[src/rtl/lcd_rgb_tx_if.sv]
// Signal bundle between lcd_rgb_tx, its upstream pixel source and the LCD pads.
// master = lcd_rgb_tx, slave = pixel source / pad ring.
`timescale 1ns/1ps
interface lcd_rgb_tx_if;
    logic [15:0] pixel_data;
    logic        data_req;
    logic [10:0] pixel_xpos;
    logic [10:0] pixel_ypos;
    logic [15:0] lcd_rgb_o;
    logic        lcd_rgb_oe;
    logic        id_sample;
    logic        lcd_hs;
    logic        lcd_vs;
    logic        lcd_de;
    logic        lcd_bl;
    logic        frame_start;

    modport master (
        input  pixel_data,
        output data_req, pixel_xpos, pixel_ypos,
        output lcd_rgb_o, lcd_rgb_oe, id_sample,
        output lcd_hs, lcd_vs, lcd_de, lcd_bl, frame_start
    );

    modport slave (
        output pixel_data,
        input  data_req, pixel_xpos, pixel_ypos,
        input  lcd_rgb_o, lcd_rgb_oe, id_sample,
        input  lcd_hs, lcd_vs, lcd_de, lcd_bl, frame_start
    );
endinterface

[src/rtl/lcd_rgb_tx.sv]
// RGB LCD parallel-bus transmitter: HS/VS/DE timing, pixel requests, bus drive.
// Define LCD_ID_RELEASE_EN to hold the bus released after reset for panel ID sampling.
`timescale 1ns/1ps
module lcd_rgb_tx #(
    parameter int H_SYNC         = 128,
    parameter int H_BACK         = 88,
    parameter int H_DISP         = 800,
    parameter int H_FRONT        = 40,
    parameter int V_SYNC         = 2,
    parameter int V_BACK         = 33,
    parameter int V_DISP         = 480,
    parameter int V_FRONT        = 10,
    parameter int RELEASE_CYCLES = 16
) (
    input  logic         clk,
    input  logic         rst_n,
    lcd_rgb_tx_if.master bus
);
    localparam int H_TOTAL = H_SYNC + H_BACK + H_DISP + H_FRONT;
    localparam int V_TOTAL = V_SYNC + V_BACK + V_DISP + V_FRONT;

    localparam logic [10:0] H_LAST = 11'(H_TOTAL - 1);
    localparam logic [10:0] V_LAST = 11'(V_TOTAL - 1);
    localparam logic [10:0] HS_END = 11'(H_SYNC);
    localparam logic [10:0] VS_END = 11'(V_SYNC);
    localparam logic [10:0] HA_BEG = 11'(H_SYNC + H_BACK);
    localparam logic [10:0] HA_END = 11'(H_SYNC + H_BACK + H_DISP);
    localparam logic [10:0] RQ_BEG = 11'(H_SYNC + H_BACK - 1);
    localparam logic [10:0] RQ_END = 11'(H_SYNC + H_BACK + H_DISP - 1);
    localparam logic [10:0] VA_BEG = 11'(V_SYNC + V_BACK);
    localparam logic [10:0] VA_END = 11'(V_SYNC + V_BACK + V_DISP);

    if (RELEASE_CYCLES < 2) begin : g_release_cycles_check
        $error("RELEASE_CYCLES must be at least 2");
    end

    logic [10:0] h_cnt_q, h_cnt_d;
    logic [10:0] v_cnt_q, v_cnt_d;
    logic        run;
    logic        rel_done;

`ifdef LCD_ID_RELEASE_EN
    localparam int REL_W = $clog2(RELEASE_CYCLES);
    localparam logic [REL_W-1:0] REL_LAST = REL_W'(RELEASE_CYCLES - 1);

    typedef enum logic {S_RELEASE, S_RUN} state_t;

    state_t           state_q, state_d;
    logic [REL_W-1:0] rel_cnt_q, rel_cnt_d;

    always_ff @(posedge clk) begin
        if (!rst_n) begin
            state_q   <= S_RELEASE;
            rel_cnt_q <= '0;
        end else begin
            state_q   <= state_d;
            rel_cnt_q <= rel_cnt_d;
        end
    end

    always_comb begin
        state_d   = state_q;
        rel_cnt_d = rel_cnt_q;
        rel_done  = 1'b0;
        case (state_q)
            S_RELEASE: begin
                rel_cnt_d = rel_cnt_q + REL_W'(1);
                if (rel_cnt_q == REL_LAST) begin
                    rel_done = 1'b1;
                    state_d  = S_RUN;
                end
            end
            default: ;
        endcase
    end

    assign run = (state_q == S_RUN);
`else
    assign run      = 1'b1;
    assign rel_done = 1'b0;
`endif

    // NOTE: non-blocking assignments for every registered signal, including the reset branch.
    always_ff @(posedge clk) begin
        if (!rst_n) begin
            h_cnt_q <= '0;
            v_cnt_q <= '0;
        end else begin
            h_cnt_q <= h_cnt_d;
            v_cnt_q <= v_cnt_d;
        end
    end

    // NOTE: defaults first so every path assigns every output and no latch is inferred.
    always_comb begin
        h_cnt_d = h_cnt_q;
        v_cnt_d = v_cnt_q;
        if (run) begin
            if (h_cnt_q == H_LAST) begin
                h_cnt_d = '0;
                v_cnt_d = (v_cnt_q == V_LAST) ? '0 : v_cnt_q + 11'd1;
            end else begin
                h_cnt_d = h_cnt_q + 11'd1;
            end
        end
    end

    logic v_act, de, req;

    assign v_act = run && (v_cnt_q >= VA_BEG) && (v_cnt_q < VA_END);
    assign de    = v_act && (h_cnt_q >= HA_BEG) && (h_cnt_q < HA_END);
    // Requests run one pixel clock ahead of DE so registered upstream data lines up.
    assign req   = v_act && (h_cnt_q >= RQ_BEG) && (h_cnt_q < RQ_END);

    assign bus.data_req    = req;
    assign bus.pixel_xpos  = req ? h_cnt_q - RQ_BEG : '0;
    assign bus.pixel_ypos  = req ? v_cnt_q - VA_BEG : '0;
    assign bus.lcd_de      = de;
    assign bus.lcd_rgb_o   = de ? bus.pixel_data : '0;
    assign bus.lcd_rgb_oe  = run;
    assign bus.lcd_bl      = run;
    assign bus.id_sample   = rel_done;
    assign bus.lcd_hs      = ~(run && (h_cnt_q < HS_END));
    assign bus.lcd_vs      = ~(run && (v_cnt_q < VS_END));
    assign bus.frame_start = run && (h_cnt_q == '0) && (v_cnt_q == '0);
endmodule

[src/flat_wrapper.sv]
// flat-port wrapper written by rule: the top's interface ports become plain ports
module lcd_rgb_tx_flat 
#(
    parameter int H_SYNC         = 128,
    parameter int H_BACK         = 88,
    parameter int H_DISP         = 800,
    parameter int H_FRONT        = 40,
    parameter int V_SYNC         = 2,
    parameter int V_BACK         = 33,
    parameter int V_DISP         = 480,
    parameter int V_FRONT        = 10,
    parameter int RELEASE_CYCLES = 16
)
  (clk, rst_n, bus_pixel_data, bus_data_req, bus_pixel_xpos, bus_pixel_ypos, bus_lcd_rgb_o, bus_lcd_rgb_oe, bus_id_sample, bus_lcd_hs, bus_lcd_vs, bus_lcd_de, bus_lcd_bl, bus_frame_start);
  lcd_rgb_tx_if bus_i ();
  input  logic clk;
  input  logic rst_n;
  input wire logic [$bits(bus_i.pixel_data)-1:0] bus_pixel_data;
  output wire logic [$bits(bus_i.data_req)-1:0] bus_data_req;
  output wire logic [$bits(bus_i.pixel_xpos)-1:0] bus_pixel_xpos;
  output wire logic [$bits(bus_i.pixel_ypos)-1:0] bus_pixel_ypos;
  output wire logic [$bits(bus_i.lcd_rgb_o)-1:0] bus_lcd_rgb_o;
  output wire logic [$bits(bus_i.lcd_rgb_oe)-1:0] bus_lcd_rgb_oe;
  output wire logic [$bits(bus_i.id_sample)-1:0] bus_id_sample;
  output wire logic [$bits(bus_i.lcd_hs)-1:0] bus_lcd_hs;
  output wire logic [$bits(bus_i.lcd_vs)-1:0] bus_lcd_vs;
  output wire logic [$bits(bus_i.lcd_de)-1:0] bus_lcd_de;
  output wire logic [$bits(bus_i.lcd_bl)-1:0] bus_lcd_bl;
  output wire logic [$bits(bus_i.frame_start)-1:0] bus_frame_start;
  assign bus_i.pixel_data = bus_pixel_data;
  assign bus_data_req = bus_i.data_req;
  assign bus_pixel_xpos = bus_i.pixel_xpos;
  assign bus_pixel_ypos = bus_i.pixel_ypos;
  assign bus_lcd_rgb_o = bus_i.lcd_rgb_o;
  assign bus_lcd_rgb_oe = bus_i.lcd_rgb_oe;
  assign bus_id_sample = bus_i.id_sample;
  assign bus_lcd_hs = bus_i.lcd_hs;
  assign bus_lcd_vs = bus_i.lcd_vs;
  assign bus_lcd_de = bus_i.lcd_de;
  assign bus_lcd_bl = bus_i.lcd_bl;
  assign bus_frame_start = bus_i.frame_start;
  lcd_rgb_tx #(.H_SYNC(H_SYNC), .H_BACK(H_BACK), .H_DISP(H_DISP), .H_FRONT(H_FRONT), .V_SYNC(V_SYNC), .V_BACK(V_BACK), .V_DISP(V_DISP), .V_FRONT(V_FRONT), .RELEASE_CYCLES(RELEASE_CYCLES)) u_core (.clk(clk), .rst_n(rst_n), .bus(bus_i));
endmodule
[config.mk]
export PLATFORM = sky130hd
export DESIGN_NAME = lcd_rgb_tx_flat
export DESIGN_NICKNAME = d
export VERILOG_FILES = /design/src/rtl/lcd_rgb_tx_if.sv /design/src/rtl/lcd_rgb_tx.sv /design/src/flat_wrapper.sv
export SDC_FILE = /design/constraint.sdc
export NUM_CORES = 1
export LEC_CHECK = 0
export BUFFER_PORTS_ARGS = -buffer_cell sky130_fd_sc_hd__buf_2
export CORE_MARGIN = 3
export CORE_UTILIZATION = 55
export CTS_BUF_LIST = sky130_fd_sc_hd__clkbuf_8 sky130_fd_sc_hd__clkbuf_16
export CTS_CLUSTER_DIAMETER = 30
export DETAILED_ROUTE_END_ITERATION = 12
export PLACE_DENSITY_LB_ADDON = 0.08
export SETUP_SLACK_MARGIN = 0.5
export SLEW_MARGIN = 20
export SYNTH_ARGS = -nofsm -noshare
export SYNTH_HDL_FRONTEND = slang
export SYNTH_SLANG_ARGS = --single-unit
export TNS_END_PERCENT = 50
[constraint.sdc]
create_clock -name clk -period 6.4 [get_ports clk]
set_input_delay 1.28 -clock clk [delete_from_list [all_inputs] [get_ports clk]]
set_output_delay 1.28 -clock clk [all_outputs]
set_load 0.05 [all_outputs]
### Word-level counts from Yosys, hierarchy flattened

Index checks and enable logic that the tools add are counted.

| storage, ports and cells | value |
|---|---|
| input bits | 18 |
| logic and storage cells | 32 |
| memory bits (writable) | 0 |
| memory bits (read-only) | 0 |
| memories | 0 |
| latch bits | 0 |
| bits in registers | 22 |

| operators by class | value |
|---|---|
| shifts and indexed selects | 0 |
| add/sub/neg operators | 4 |
| div/mod/pow operators | 0 |
| $mul | 0 |
| bitwise operators | 3 |
| equal/unequal tests | 2 |
| muxes and demuxes | 4 |
| magnitude comparators | 8 |
| reductions and logical operators | 9 |

Operator list:

| cell | count |
|---|---|
| $lt A11 B10 Y1 const B | 3 |
| $mux W11 | 3 |
| $add A11 B1 Y11 const B | 2 |
| $ge A11 B8 Y1 const B | 2 |
| $logic_not A11 Y1 | 2 |
| $mux W16 | 1 |
| $eq A11 B10 Y1 const B | 1 |
| $eq A11 B11 Y1 const B | 1 |
| $ge A11 B6 Y1 const B | 1 |
| $lt A11 B2 Y1 const B | 1 |
| $lt A11 B8 Y1 const B | 1 |
| $sub A11 B6 Y11 const B | 1 |
| $sub A11 B8 Y11 const B | 1 |
| $logic_and A1 B1 Y1 | 6 |
| $not A1 Y1 | 3 |
| $reduce_or A2 Y1 | 1 |

### Logic depth before layout (Yosys ltp)

| logic depth | value |
|---|---|
| depth after elaboration | 5 |
| gate-level depth with buffers | 6 |

### Least setup slack after synthesis

Ideal clock, no wire load.

| timing | value |
|---|---|
| path type | reg2out |
| start point | register u_core.h_cnt_q[9] |
| end point | output bus_frame_start |
| buffers on the path | 1 |
| arrival | 3272 ps |
| path slack | 1848 ps |
| data required time | 5120 ps |
| cell stages (with the launch flop) | 6 |
| cell sequence | dfxtp_1 -> clkbuf_1 -> nor3_1 -> nand2b_1 -> or4b_1 -> nor4b_1 |

| on the way | value |
|---|---|
| longest elaborated chain between the ends | 2 |

RTL lines:

| item | line | RTL |
|---|---|---|
| start, declared | lcd_rgb_tx.sv:37 | `logic [10:0] h_cnt_q, h_cnt_d;` |
| start signal, assigned | lcd_rgb_tx.sv:89 | `h_cnt_q <= h_cnt_d;` |
| $logic_not A11 Y1 | lcd_rgb_tx.sv:125 | `assign bus.frame_start = run && (h_cnt_q == '0) && (v_cnt_q == '0);` |
| $logic_and A1 B1 Y1 | lcd_rgb_tx.sv:125 |  |
| end, declared | flat_wrapper.sv:29 | `output wire logic [$bits(bus_i.frame_start)-1:0] bus_frame_start;` |

Every way passes these cells.

### Final worst setup path

| timing | value |
|---|---|
| start point | register u_core.v_cnt_q[2] |
| end point | output bus_lcd_rgb_o[15] |

| on the way | value |
|---|---|
| longest elaborated chain between the ends | 5 |
| elaborated cells on any way between the ends | 6 |

RTL lines:

| item | line | RTL |
|---|---|---|
| start, declared | lcd_rgb_tx.sv:38 | `logic [10:0] v_cnt_q, v_cnt_d;` |
| start signal, assigned | lcd_rgb_tx.sv:90 | `v_cnt_q <= v_cnt_d;` |
| $ge A11 B6 Y1 / $lt A11 B10 Y1 (equally long branches) | lcd_rgb_tx.sv:110 | `assign v_act = run && (v_cnt_q >= VA_BEG) && (v_cnt_q < VA_END);` |
| $logic_and A1 B1 Y1 (*) | lcd_rgb_tx.sv:110 |  |
| $logic_and A1 B1 Y1 (*) (2 in a row) | lcd_rgb_tx.sv:111 | `assign de = v_act && (h_cnt_q >= HA_BEG) && (h_cnt_q < HA_END);` |
| $mux W16 (*) | lcd_rgb_tx.sv:119 | `assign bus.lcd_rgb_o = de ? bus.pixel_data : '0;` |
| end, declared | flat_wrapper.sv:22 | `output wire logic [$bits(bus_i.lcd_rgb_o)-1:0] bus_lcd_rgb_o;` |

Every way passes the cells marked *; elsewhere a longest branch is shown, timed or not.

==> reports/metrics.cfg <==
[worst_hold_path]
min_path_type = register to register

[grt]
grt.overflow.total = 0
grt_pass1_wl_um = 8110
track_usage = 0.234
grt_pass1_vias = 1679
grt_max_degree = 37
antenna_found_initial = 0

[power_and_ir_drop]
combPwrFrac = 0.094
internal_power_uw = 202
switching_share = 0.244
clock_power_share = 0.378
total_power_uw = 267
power.net_switching_uw = 65.3
p_per_area_nw_per_um2 = 118
leakage_uw = 0.00103
seqPwrFrac = 0.528
peakVddDrop_mv = 0.127

[finish]
final_common_cell = buf_2
final_cell_mix = 60 x buf_2, 39 x nor3_1, 25 x inv_1, 22 x dfxtp_1, 14 x nor2_1
fill_cells = 300
fin_nets = 328
design_area_um2 = 2260
area_growth_pct = 13.0
drive_above_1_share = 0.262
num_antenna_cells = 0
fin_cells = 351

[critical_path]
end_kind = output pin
critPathRequiredTime_ps = 5120
criticalPathCategory = register to output pin
crit_arrival_ps = 2730
critPathLaunchType = register
cp_max_fo = 36

[routing]
avgRoutedWirePerCell_um = 14.0
via_count = 1994
wl_um = 4930
route.detailed.drc = 0
first_pass_iters = 4
drt.antenna.violating_nets = 0
drt_iter0_drc = 63
vias_per_cell = 5.68

[placement]
io_buffers = 60
dpl_cell_area_um2 = 2190
place.gp.congestion = 0.849
dp_cells = 346
post-dp-hpwl_um = 3690

[floorplanning]
initial_core_util = 0.585
core_area_um2 = 3420
dieArea_um2 = 4400
die_h_um = 66.3
fp-row-count = 21
die_x_um = 66.3
pin_count = 64

[clocking]
cts.reportedPaths.clkPinSlew_ps = 80
root_buffer = clkbuf_8
cts_buffers = 3
htree_num_levels = 1
hold_buffers = 0
cts_sinks = 22
cts-resized-gates = 0
cts_tree = done
cts_setup_buffers = 0
ctsLongestPathBuffers = 2
worstSkewPairLatency_ps = 260

[timing]
hold_viol_final = 0
setup_violations = 0
skew_ps = 6.77
fin_crit_ps = 4010
slew_viol_final = 0
fmax_mhz = 249
finalSetupTns_ps = 0
rsz0062_at_grt = false
hold_ws_ps = 535
relSlewSlack = 0.583
tightest_slew_ps = 617
finalCritPeriodShare = 0.627

[yosys]
yosysWarnings = 0
ys_seq_area_frac = 0.220
synth.distinct_cells = 51
syn_inst = 267
synth_area_um2 = 2000
synth_edf_count = 0
synth_area_per_cell_um2 = 7.49
ys_seq_elements = 22
ys.flop_type = dfxtp_1
async_flop_share = 0

[run_status]
status = finished, final reports clean

[flow_run]
maxCapViolCount = 0

==> kinds of logic (layout without fill, tap and decap cells) <==
| group | count (synthesis) | in the layout | synth area share |
|---|---|---|---|
| buf+inv | 54 | 91 | 0.137 |
| flops | 22 | 22 | 0.220 |
| xor+xnor | 21 | 21 | 0.0920 |
| simple gates | 117 | 117 | 0.348 |
| compound gates | 47 | 47 | 0.174 |
| fa+ha+maj | 4 | 4 | 0.0250 |
| other cells | 2 | 3 | 0.00376 |
==> power groups by stage <==
stage          Clock (µW)  Combinational [µW]  Sequential, µW
6_report              101                25.2             141
5_1_grt               109                27.8             141
4_1_cts               103                25.2             141
3_5_place_dp            0                25.1             144
3_3_place_gp            0                24.5             144
2_1_floorplan           0                17.9             143
==> critical path, stage by stage, from the launching register on <==
cell and delay [ps]:
dfxtp_1 440, or3_4 470, o31a_1 290, o41ai_4 470, buf_4 420, nor3_1 120
buf_2 240
==> layout make-up <==
class	instances	area (µm²)	area share
clock buffer	4	55.1	0.0244
sequential	22	440	0.195
inverter	25	93.8	0.0416
tap	46	57.6	0.0255
timing repair buffer	62	323	0.143
multi-input combinational	192	1290	0.571
==> synth_stat cells, types with 2 or more instances <==
cell | instances | area [µm²]
nand2_1 | 8 | 30.0
nand4_1 | 8 | 50.1
inv_1 | 25 | 93.8
or4_1 | 3 | 22.5
nor2_1 | 14 | 52.6
buf_4 | 3 | 22.5
conb_1 | 2 | 7.51
o21ai_0 | 12 | 60.1
dfxtp_1 | 22 | 440
a31o_2 | 2 | 17.5
and3_2 | 2 | 15.0
a211oi_1 | 3 | 22.5
xor2_1 | 10 | 87.6
xnor2_1 | 11 | 96.3
o41ai_4 | 2 | 55.1
nor3_2 | 2 | 20.0
and3_1 | 3 | 18.8
nand3_1 | 10 | 50.1
ha_1 | 4 | 50.1
nor4b_1 | 3 | 26.3
clkbuf_1 | 11 | 41.3
buf_6 | 7 | 78.8
or3_1 | 10 | 62.6
nor3_1 | 39 | 195
o21a_1 | 3 | 22.5
and2_1 | 2 | 12.5
buf_2 | 5 | 25.0
nor2b_1 | 2 | 12.5
and4_1 | 3 | 26.3
a21oi_1 | 13 | 65.1
a31oi_1 | 2 | 12.5
buf_1 | 2 | 7.51
==> layer usage <==
layer  global-route usage  part of all wire
met1                0.323              0.45
met5                    0                 0
met2                0.367              0.43
met3               0.0425             0.099
met4               0.0711             0.015
==> registers in the layout, summed over array words and instances (netlist names) <==
name and count:
u_core.h_cnt_q 11, u_core.v_cnt_q 11
==> path summary, 6_finish.rpt <==
check / start / slack, ps / cells past startpoint / endpoint
max reg2reg: u_core.h_cnt_q[0]$_SDFF_PP0_ / 4330 / 5 / u_core.v_cnt_q[4]$_SDFFE_PN0P_
min: u_core.h_cnt_q[0]$_SDFF_PP0_ / 540 / 1 / u_core.h_cnt_q[0]$_SDFF_PP0_
min reg2reg: u_core.h_cnt_q[0]$_SDFF_PP0_ / 540 / 1 / u_core.h_cnt_q[0]$_SDFF_PP0_
max: u_core.v_cnt_q[2]$_SDFFE_PN0P_ / 2390 / 6 / bus_lcd_rgb_o[15]
==> stage by stage <==
stage / setup slack [ps] / utilization
final: 2390 / 0.661
after global routing: 2220 / 0.661
after CTS: 2350 / 0.657
after detailed placement: 2650 / 0.641
after global placement: 2660 / 0.641
after floorplan: 1850 / -
No activity file was read; power rests on OpenSTA's default activity.
